<file path="src/rtl/sync_sched_pkg.sv">
// Shared definitions for the synchronous fire scheduler.
//   mode_e    : firing discipline selected each clock via the 'mode' port
//   IDLE_W    : width of the saturating quiescence counter
//   popcount  : number of set bits in a (zero-extended) fire vector
package sync_sched_pkg;

  typedef enum logic [1:0] {
    MODE_SINGLE = 2'd0,
    MODE_RR     = 2'd1,
    MODE_MULTI  = 2'd2,
    MODE_HOLD   = 2'd3
  } mode_e;

  localparam int IDLE_W = 8;
  localparam int MAX_N  = 64;

  function automatic logic [6:0] popcount(input logic [MAX_N-1:0] v);
    logic [6:0] c;
    c = '0;
    for (int i = 0; i < MAX_N; i++) begin
      c = c + 7'(v[i]);
    end
    return c;
  endfunction

endpackage

</file>
<file path="src/rtl/rr_pick.sv">
// Round-robin picker: grants the lowest-index requester at or above 'ptr',
// wrapping around to bit 0. Purely combinational.
//   req   : request vector
//   ptr   : starting index of the search (expected < N)
//   grant : one-hot grant (zero when nothing requests)
//   index : binary index of the granted bit
//   valid : at least one request present
module rr_pick #(
  parameter int N  = 8,
  parameter int IW = $clog2(N)
) (
  input  logic [N-1:0]  req,
  input  logic [IW-1:0] ptr,
  output logic [N-1:0]  grant,
  output logic [IW-1:0] index,
  output logic          valid
);

  int            idx;
  logic [IW-1:0] idx_w;

  // NOTE: every output of a combinational block gets a default before any
  // conditional assignment, otherwise synthesis infers a latch to hold it.
  always_comb begin
    grant = '0;
    index = '0;
    valid = 1'b0;
    idx   = 0;
    idx_w = '0;
    for (int off = 0; off < N; off++) begin
      idx = int'(ptr) + off;
      if (idx >= N) idx = idx - N;
      idx_w = IW'(idx);
      if (!valid && req[idx_w]) begin
        valid = 1'b1;
        grant = N'(1) << idx_w;
        index = idx_w;
      end
    end
  end

endmodule

</file>
<file path="src/rtl/sync_fire_scheduler.sv">
// State-holding core for synchronous models of asynchronous circuits.
// One flop per modelled signal; external gate logic supplies the next-state
// value (precap). Each clock a fire vector is chosen from the excited bits
// and applied, with hazard, deadlock and transition-count monitors.
//   clk, reset : clock and synchronous active-high reset
//   precap     : next-state value per signal
//   mode       : 0=SINGLE, 1=RR, 2=MULTI, 3=HOLD
//   fire_sel   : chosen index in SINGLE mode
//   fire_mask  : concurrent fire set in MULTI mode
//   state      : current signal values
//   excited    : state ^ precap
//   fired      : fire vector applied at the last edge
//   hazard     : sticky flags, excitation withdrawn without firing
//   hazard_any : OR of hazard
//   deadlock   : no excitation for DL_LIMIT consecutive cycles
//   txn_count  : total single-bit transitions since reset (wraps)
module sync_fire_scheduler
  import sync_sched_pkg::*;
#(
  parameter int           N        = 8,
  parameter logic [N-1:0] INIT     = '0,
  parameter logic [N-1:0] ENV_MASK = '0,
  parameter int           DL_LIMIT = 16,
  parameter int           CNT_W    = 16,
  parameter int           IW       = $clog2(N)
) (
  input  logic             clk,
  input  logic             reset,
  input  logic [N-1:0]     precap,
  input  logic [1:0]       mode,
  input  logic [IW-1:0]    fire_sel,
  input  logic [N-1:0]     fire_mask,
  output logic [N-1:0]     state,
  output logic [N-1:0]     excited,
  output logic [N-1:0]     fired,
  output logic [N-1:0]     hazard,
  output logic             hazard_any,
  output logic             deadlock,
  output logic [CNT_W-1:0] txn_count
);

  logic [IW-1:0]     rr_ptr;
  logic [N-1:0]      prev_exc;
  logic [IDLE_W-1:0] idle_cnt;

  logic [N-1:0]  fire;
  logic [N-1:0]  sel_onehot;
  logic [N-1:0]  rr_grant;
  logic [IW-1:0] rr_index;
  logic          rr_valid;
  logic [N-1:0]  hz_set;
  mode_e         cur_mode;

  assign excited    = state ^ precap;
  assign cur_mode   = mode_e'(mode);
  assign sel_onehot = N'(1) << fire_sel;
  assign hazard_any = |hazard;
  assign deadlock   = int'(idle_cnt) >= DL_LIMIT;

  // Excitation that was present last cycle, was not fired, and is gone now.
  assign hz_set = prev_exc & ~fired & ~excited & ~ENV_MASK;

  rr_pick #(.N(N), .IW(IW)) u_rr_pick (
    .req   (excited),
    .ptr   (rr_ptr),
    .grant (rr_grant),
    .index (rr_index),
    .valid (rr_valid)
  );

  always_comb begin
    fire = '0;
    unique case (cur_mode)
      // An out-of-range or non-excited selection stutters.
      MODE_SINGLE: if (int'(fire_sel) < N) fire = excited & sel_onehot;
      MODE_RR:     fire = rr_grant;
      MODE_MULTI:  fire = fire_mask & excited;
      MODE_HOLD:   fire = '0;
      default:     fire = '0;
    endcase
  end

  // NOTE: all state registers use non-blocking assignment so every flop
  // samples pre-edge values regardless of statement order.
  always_ff @(posedge clk) begin
    if (reset) begin
      state     <= INIT;
      fired     <= '0;
      hazard    <= '0;
      rr_ptr    <= '0;
      idle_cnt  <= '0;
      prev_exc  <= '0;
      txn_count <= '0;
    end else begin
      state     <= state ^ fire;
      fired     <= fire;
      hazard    <= hazard | hz_set;
      prev_exc  <= excited;
      txn_count <= txn_count + CNT_W'(popcount(MAX_N'(fire)));

      if (excited == '0) begin
        if (idle_cnt != '1) idle_cnt <= idle_cnt + 1'b1;
      end else begin
        idle_cnt <= '0;
      end

      // Pointer only moves on an actual round-robin fire; kept across modes.
      if (cur_mode == MODE_RR && rr_valid) begin
        rr_ptr <= (int'(rr_index) == N - 1) ? '0 : rr_index + 1'b1;
      end
    end
  end

endmodule

</file>
<file path="config.mk">
export PLATFORM = sky130hd
export DESIGN_NAME = sync_fire_scheduler
export DESIGN_NICKNAME = d
export VERILOG_FILES = /design/src/rtl/sync_sched_pkg.sv /design/src/rtl/rr_pick.sv /design/src/rtl/sync_fire_scheduler.sv
export SDC_FILE = /design/constraint.sdc
export NUM_CORES = 1
export LEC_CHECK = 0
export ABC_AREA = 1
export CORE_MARGIN = 1.5
export CORE_UTILIZATION = 55
export DETAILED_ROUTE_END_ITERATION = 6
export PLACE_DENSITY = 0.82
export SYNTH_ARGS = -nofsm -noshare
export SYNTH_HDL_FRONTEND = slang
export SYNTH_HIERARCHICAL = 1
export SYNTH_SLANG_ARGS = --single-unit
</file>
<file path="constraint.sdc">
create_clock -name clk -period 8.9 [get_ports clk]
set_input_delay 2.67 -clock clk [delete_from_list [all_inputs] [get_ports clk]]
set_output_delay 2.67 -clock clk [all_outputs]
set_load 0.01 [all_outputs]
</file>
==> Word-level counts from Yosys, hierarchy flattened <==
Index checks and enable logic that the tools add are counted.
{ "classes": {"muxes": 50, "add_sub_neg": 25, "reduce_logical": 19, "bitwise": 10, "eq_ne": 5, "magnitude_cmp": 17, "shifts": 9} }
{ "op_table": {"columns": ["operator", "n"], "rows": [
  ["1-bit by 3-bit left shift with 8-bit output, first input constant", 9],
  ["8-bit 2-to-1 mux", 8],
  ["3-bit 2-to-1 mux", 17],
  ["8-bit bitwise AND", 4],
  ["3-bit by 4-bit < comparator with 1-bit output, second input constant", 8],
  ["8-bit case mux with 4 select lines", 1],
  ["4-bit greater-or-equal comparator, second input constant", 7],
  ["1-bit binary-select mux with 3-bit select", 8],
  ["3-bit by 1-bit subtractor with 3-bit output, second input constant", 8],
  ["16-bit by 7-bit adder with 16-bit output", 1],
  ["3-bit by 3-bit adder with 4-bit output, second input constant", 4],
  ["1-bit 2-to-1 mux", 16],
  ["8-bit NOT", 2],
  ["8-bit XOR", 2],
  ["3-bit by 2-bit adder with 4-bit output, second input constant", 2],
  ["8-bit by 1-bit adder with 8-bit output, second input constant", 1],
  ["8-bit by 5-bit greater-or-equal comparator with 1-bit output, second input constant", 1],
  ["1-bit logical AND", 8],
  ["8-bit zero test", 1],
  ["8-bit != test, second input constant", 1],
  ["8-bit OR", 1],
  ["8-bit OR reduction", 1],
  ["6-bit by 1-bit adder with 7-bit output", 1],
  ["7-bit by 1-bit adder with 7-bit output", 1],
  ["15 further kinds", 22]
]} }
{ "word_totals": {"elab_cells": 142, "regBits": 59} }

==> Longest topological paths before layout <==
{ "logic_depth": {"word_depth": 35, "mapped_depth": 35, "depth_no_buf": 35} }

==> Hierarchy <==
Netlist, hierarchy kept.
{ "modules_own_cells": {"columns": ["module", "n_inst", "area_per_inst_um2", "cells_per_inst"], "rows": [
  ["sync_fire_scheduler", 1, 3083.0, 448],
  ["rr_pick", 1, 1498.9, 312]
]} }

==> Least setup slack after synthesis <==
No wires, ideal clock.
{ "synth_path": {"path_type": "input-to-reg", "startpoint": "input port precap[7]", "endpoint": "register txn_count[10]", "path_buffers": 1, "slack_ps": 1503, "setup_time_ps": 132, "arrival_time_ps": 7265, "path_stages": 29, "cell_sequence": "xor2_1 nand2_1 nand3_1 nand3_1 nand2_2 inv_1 nand3_2 inv_2 buf_2 nand3_1 nand3_1 nor2_1 nand3_1 inv_1 nor2_2 a31oi_1 fa_1 inv_1 fa_1 inv_1 fa_1 fa_1 fa_1 inv_1 nand3_1 a21oi_2 nand2_1 nand2_1 a21oi_1"} }
{ "synth_between": {"elab_chain_cells": 34} }
{ "synth_lines": {"columns": ["item", "line", "text"], "rows": [
  ["from (decl)", "sync_fire_scheduler.sv:29", "input logic [N-1:0] precap,"],
  ["8-bit XOR (*)", "sync_fire_scheduler.sv:54", "assign excited = state ^ precap;"],
  ["1-bit binary-select mux with 3-bit select", "rr_pick.sv:34", "if (!valid && req[idx_w]) begin"],
  ["1-bit 2-to-1 mux (implied by the code)", "rr_pick.sv:34", null],
  ["1-bit 2-to-1 mux", "rr_pick.sv:34", null],
  ["1-bit zero test", "rr_pick.sv:34", null],
  ["1-bit logical AND", "rr_pick.sv:34", null],
  ["1-bit 2-to-1 mux", "rr_pick.sv:34", null],
  ["1-bit zero test", "rr_pick.sv:34", null],
  ["[17 not listed]", null, null],
  ["net rr_grant[0]", "sync_fire_scheduler.sv:48", "logic [N-1:0] rr_grant;"],
  ["[1 not listed]", null, null],
  ["1-bit by 1-bit adder with 2-bit output (*)", "sync_sched_pkg.sv:21", "c = c + 7'(v[i]);"],
  ["2-bit by 1-bit adder with 3-bit output (*)", "sync_sched_pkg.sv:21", null],
  ["3-bit by 1-bit adder with 4-bit output (*)", "sync_sched_pkg.sv:21", null],
  ["4-bit by 1-bit adder with 5-bit output (*)", "sync_sched_pkg.sv:21", null],
  ["5-bit by 1-bit adder with 6-bit output (*)", "sync_sched_pkg.sv:21", null],
  ["6-bit by 1-bit adder with 7-bit output (*)", "sync_sched_pkg.sv:21", null],
  ["7-bit by 1-bit adder with 7-bit output (*)", "sync_sched_pkg.sv:21", null],
  ["16-bit by 7-bit adder with 16-bit output (*)", "sync_fire_scheduler.sv:99", "txn_count <= txn_count + CNT_W'(popcount(MAX_N'(fire)));"],
  ["to (signal assigned)", "sync_fire_scheduler.sv:99", null],
  ["to (decl)", "sync_fire_scheduler.sv:39", "output logic [CNT_W-1:0] txn_count"]
]} }
Mark *: on every way through the listed nets, which the timed path passes. The rest lies on a longest branch. The select of a mux whose other input is x is not followed.
A chain may end at the register's enable or synchronous reset.

==> Worst setup path after layout <==
{ "layout_path": {"startpoint": "input port precap[3]", "endpoint": "register txn_count[14]"} }
Same word-level chain as after synthesis.

==> results_dict.tcl <==
set metrics [dict create \
    outcome "finished clean" \
    max_freq_mhz 121.0 \
    io_pins 73 \
    post_cts_buffers 0 \
    area_growth_pct 22.09 \
    endpoint_kind "flip-flop" \
    die_area_mm2 0.008887 \
    rsz0062_at_grt "false" \
    first_pass_iters 6 \
    yosysWarnings 6 \
    num_rows 33 \
    diodes 0 \
    ant_nets 0 \
    crit_arrival_ns 8.54 \
    viasPerCell 5.584 \
    grt_antenna_before_repair 0 \
    grt_util_all_layers 0.3245 \
    stdcell_count 941 \
    dp.cells 925 \
    dieWidth_um 94.27 \
    cts_sinks 59 \
    fin_crit_sh 0.9289 \
    cts.hold.buffers_added 0 \
    clock_skew_ns 0.01423 \
    numPortBuffers 72 \
    clk_root_buffer_cell "clkbuf_8" \
    fin_ws_ns 0.6328 \
    postSynthCellCount 760 \
    timing.final.crit_period_ns 8.267 \
    layout-drive-gt1-share 0.07895 \
    slew_headroom 0.5562 \
    peakVddDrop_mv 0.1859 \
    ys.flop_type "dfxtp_1" \
    route.vias.total 5255 \
    nFillCells 735 \
    place_congestion 0.9604 \
    cap_violations 0 \
    core_area_mm2 0.008134 \
    power_density_mw_per_mm2 289.2 \
    start_kind "input pin" \
    grt_pass1_wl_um 22500 \
    fin_tns_setup_ns 0 \
    hold_class "flip-flop to flip-flop" \
    dr.first_iter.drc_count 358 \
    slew_violations 0 \
    worst_pin_slew_ns 0.6648 \
    dp_slack_ns 0.3707 \
    routedWlPerCell_um 14.94 \
    yosysSeqAreaShare 0.2578 \
    critPathKind "input pin to flip-flop" \
    drc 0 \
    die_h_um 94.27 \
    synth_area_leaders "dfxtp_1 (26%), nand2_1 (14%), nand3_1 (13%), nor2_1 (12%), inv_1 (7.0%)" \
    grt_start_max_net_pins 35 \
    synth_top_cell_by_area "dfxtp_1" \
    synth_seq_cells 59 \
    synthDominantCellAreaShare 0.2578 \
    synth_enable_flop_cells 0 \
    clkLatencyLatePin_ns 0.35 \
    setup_viol 0 \
    clk_path_buf_depth 2 \
    avgSynthCellArea_um2 6.029 \
    path_clk_slew_ns 0.08 \
    leakage_nw 2.510 \
    drt-total-wl_um 14060 \
    initial_utilization 0.5633 \
    worstPathRequired_ns 9.17 \
    synth_area_mm2 0.004582 \
    overflow 0 \
    synth_cell_types 39 \
    grt_pass1_vias 4765 \
    cp_max_fo 23 \
    whs_ns 0.4799 \
    cts_tree "done" \
    hpwl_um 10730 \
    syn_nets 804 \
    htree_levels 3 \
    cts_buffers 9 \
    hold_viol 0 \
    nNetsFinal 875 \
    synthArstFlopShare 0 \
    postCtsResizedCells 0 \
    final_util 0.6877 \
]
-- cells by family (layout without fill, tap and decap cells) --
group	count (synthesis)	count (layout)	synth area share
and+or+nand+nor	505	505	0.4959
buffers and inverters	119	195	0.1081
DFF	59	59	0.2578
AOI/OAI and AO/OA	51	51	0.06144
adders and majority gates	21	21	0.06554
xor gates and xnor gates	5	5	0.01120
-- final cells by class --
class	instances	area [um2]	share of cell area
Inverter	101	386.6	0.06911
Clock buffer	9	123.9	0.02214
Multi-Input combinational cell	582	2905	0.5193
Clock inverter	7	100.1	0.01789
Timing Repair Buffer	78	765.7	0.1369
Sequential cell	59	1181	0.2111
Tap cell	105	131.4	0.02348
-- where the power goes --
part / total, W / switching (W) / leakage, nW / internal [W]
Clock: 0.000284 / 0.000124 / 0.114 / 0.000160
Sequential: 0.000341 / 0.0000440 / 0.481 / 0.000296
Combinational: 0.000993 / 0.000679 / 1.92 / 0.000315
-- worst max-delay path, stage by stage --
cell and delay [ns]:
clkdlybuf4s50_1 0.41, or2_1 0.24, nand2_2 0.14, inv_1 0.10, nand2_1 0.09, nand3_1 0.11
nand3_1 0.15, nand2_2 0.10, nor2_2 0.17, nand4_4 0.19, nor2_4 0.45, nand3_1 0.15
nand3_1 0.12, inv_1 0.06, nor2_2 0.14, a31oi_1 0.09, fa_1 0.53, inv_1 0.05
fa_1 0.50, inv_1 0.06, fa_1 0.46, fa_1 0.41, fa_1 0.38, inv_1 0.10
nand3_1 0.11, a21oi_2 0.28, nand3_1 0.13, a21oi_1 0.15
-- through the flow --
stage	power (W)	cell area, um2
detailed placement	0.001308	5370
CTS	0.001600	5594
global route	0.001728	5594
finish	0.001618	5594
floorplan	0.001023	4582
global placement	0.001292	5370
-- cell usage in the layout (no fill, tap or decap), types with 9 or more instances in the layout --
master,instances
nand3_1,115
nand2_2,11
clkbuf_8,9
inv_1,86
nor2_1,148
nor3_1,11
clkdlybuf4s50_1,72
dfxtp_1,59
a21oi_1,30
nand4_1,16
inv_2,10
nand2_1,171
ha_1,16
-- flip-flops by register name (all words and copies together) (netlist names) --
signal,count
state,8
rr_ptr,3
idle_cnt,8
txn_count,16
prev_exc,8
hazard,8
fired,8
-- final timing paths --
path,from,endpoint,slack [ns],cells after the start
max,precap[3],txn_count[14]$_SDFF_PP0_,0.63,28
min,prev_exc[4]$_SDFF_PP0_,hazard[4]$_SDFF_PP0_,0.48,2
max reg2reg,rr_ptr[0]$_SDFFE_PP0P_,txn_count[14]$_SDFF_PP0_,2.16,26
min reg2reg,prev_exc[4]$_SDFF_PP0_,hazard[4]$_SDFF_PP0_,0.48,2
-- routing by layer --
metal / global-route usage / up-vias / routed length (um)
met3: 0.05825 / 44 / 996
met1: 0.4000 / 2398 / 5917
li1: - / 2567 / -
met2: 0.5516 / 246 / 6729
met5: 0 / - / 0
met4: 0.1368 / 0 / 415
-- cells in the mapped netlist, types with 3 or more instances --
cell type / instances
nand2_1: 171
nor2_1: 148
nand3_1: 115
inv_1: 86
dfxtp_1: 59
a21oi_1: 30
ha_1: 16
nand4_1: 16
nand2_2: 11
nor3_1: 11
inv_2: 10
nor2_2: 8
nor3b_1: 8
o21ai_0: 8
buf_2: 6
buf_4: 5
clkbuf_1: 5
fa_1: 5
a31oi_1: 4
nand3_2: 4
a21boi_1: 3
inv_4: 3
nor2_4: 3
Power figures use the tool's default switching activity.
==> edit, RTL diff (same settings) <==
Make the reset (`reset`) asynchronous in one clocked block. Comments in the files are not updated.
--- a/src/rtl/sync_fire_scheduler.sv
+++ b/src/rtl/sync_fire_scheduler.sv
@@ -82,7 +82,7 @@
 
   // NOTE: all state registers use non-blocking assignment so every flop
   // samples pre-edge values regardless of statement order.
-  always_ff @(posedge clk) begin
+  always_ff @(posedge clk or posedge reset) begin
     if (reset) begin
       state     <= INIT;
       fired     <= '0;
Function: differs if reset is asserted again (counterexample within 4 cycles, from zero or initial values and one cycle with reset high); with reset held inactive, the same outputs for 4 cycles.
==> edit against the unedited design <==
Setup slack improved by 76 ps; die area increased by 6.5%; sequential cell count unchanged; cell area rose by 5.0%; synthesized area up 6.7%; routed wire length fell by 2.1%; clock power decreased by 14%; power up 26%.
==> edit: results <==
export IMPL_max_stage_delay_ps=510
export IMPL_ys_warn_count=6
export IMPL_p_clk_uw=243
export IMPL_total_leakage_power_nw=2.93
export IMPL_clkSlewWorstSetupHoldPaths_ps=60
export IMPL_clkCellAreaFrac=0.0330
export IMPL_pg_seq_uw=420
export IMPL_nets=852
export IMPL_yosys_top_cells_count="nand2_1, nand3_1, nor2_1"
export IMPL_wirelength_um=13800
export IMPL_drt_iter0_markers=340
export IMPL_min_from="prev_exc[7]$_DFF_PP0_"
export IMPL_rr_startpoint="rr_ptr[0]$_DFFE_PP0P_"
export IMPL_grt_first_pass_wirelength_um=23200
export IMPL_grt_max_degree=60
export IMPL_cp_data_arrival_time_ps=8410
export IMPL_p_switching_mw=1.12
export IMPL_clock_skew_ps=12.3
export IMPL_dp_slack_ps=370
export IMPL_synth_nets=779
export IMPL_buffer_area_frac=0.127
export IMPL_gp_congestion=0.953
export IMPL_regMostFlops="txn_count"
export IMPL_reg2regPathDepth=28
export IMPL_p_int_uw=909
export IMPL_fillerInstances=748
export IMPL_whs_path_depth=1
export IMPL_viasPerCell=5.47
export IMPL_ys_top_cells_by_area="dfrtp_1, nand2_1, nand3_1"
export IMPL_multi_input_area_share=0.484
export IMPL_syn_inst=735
export IMPL_nMultiInputCombCells=539
export IMPL_place_inst=905
export IMPL_regToRegSetupSlack_ps=2310
export IMPL_nNonClkInverters=124
export IMPL_fin_crit_ps=8190
export IMPL_synth_ff_type="dfrtp_1"
export IMPL_peakVddDrop_v=0.000207
export IMPL_grt_total_usage=0.304
export IMPL_critPathSlowestCell="fa_1"
export IMPL_reg2reg_to="txn_count[12]$_DFF_PP0_"
export IMPL_dpl_instance_area_um2=5680
export IMPL_layout_non_clock_buffers=75
export IMPL_hpwl_um=10700
export IMPL_stdcell_area_um2=5870
export IMPL_clock_buffers=11
export IMPL_vias=5034
export IMPL_diodes=0
export IMPL_worst_slew_pin_slew_ps=921
export IMPL_synthDistinctLibCells=38
export IMPL_hold_slack_ps=499
export IMPL_async_flop_share=1.00
export IMPL_crit_start="precap[7]"
export IMPL_min_to="hazard[7]$_DFF_PP0_"
export IMPL_drt_pass1_iterations=5
export IMPL_register_area_um2=1480
export IMPL_drive_gt1_frac=0.140
export IMPL_outcome="completed"
==> edit: cell count changes after synthesis, moves of 6 or more <==
cell     unedited run  this run
a31o_2              0         8
nor3b_1             8         0
inv_1              86       102
nor2_1            148       105
inv_2              10        18
dfrtp_1             0        59
a21oi_1            30         4
dfxtp_1            59         0
nand3_1           115       109
nand2_2            11        38
==> edit: cells by family (layout without fill, tap and decap cells) <==
family | after synthesis | in the layout | synth area share
compound gates | 21 | 21 | 0.0302
buf+inv | 137 | 215 | 0.116
simple gates | 490 | 490 | 0.475
fa+ha+maj | 21 | 21 | 0.0614
flops | 59 | 59 | 0.302
xor+xnor | 7 | 7 | 0.0156
==> edit: per-layer routing <==
layer	vias up	routed length [um]	track usage
li1	2456	-	-
met1	2344	5880	0.407
met2	207	6380	0.484
met3	27	1200	0.0748
met4	0	306	0.100
met5	-	0	0
==> edit: worst max-delay path: cells and delay by family <==
kind	cells	cell delay [ps]
and+or+nand+nor	16	2150
buffers and inverters	8	950
AOI/OAI and AO/OA	1	290
adders and majority gates	5	2350
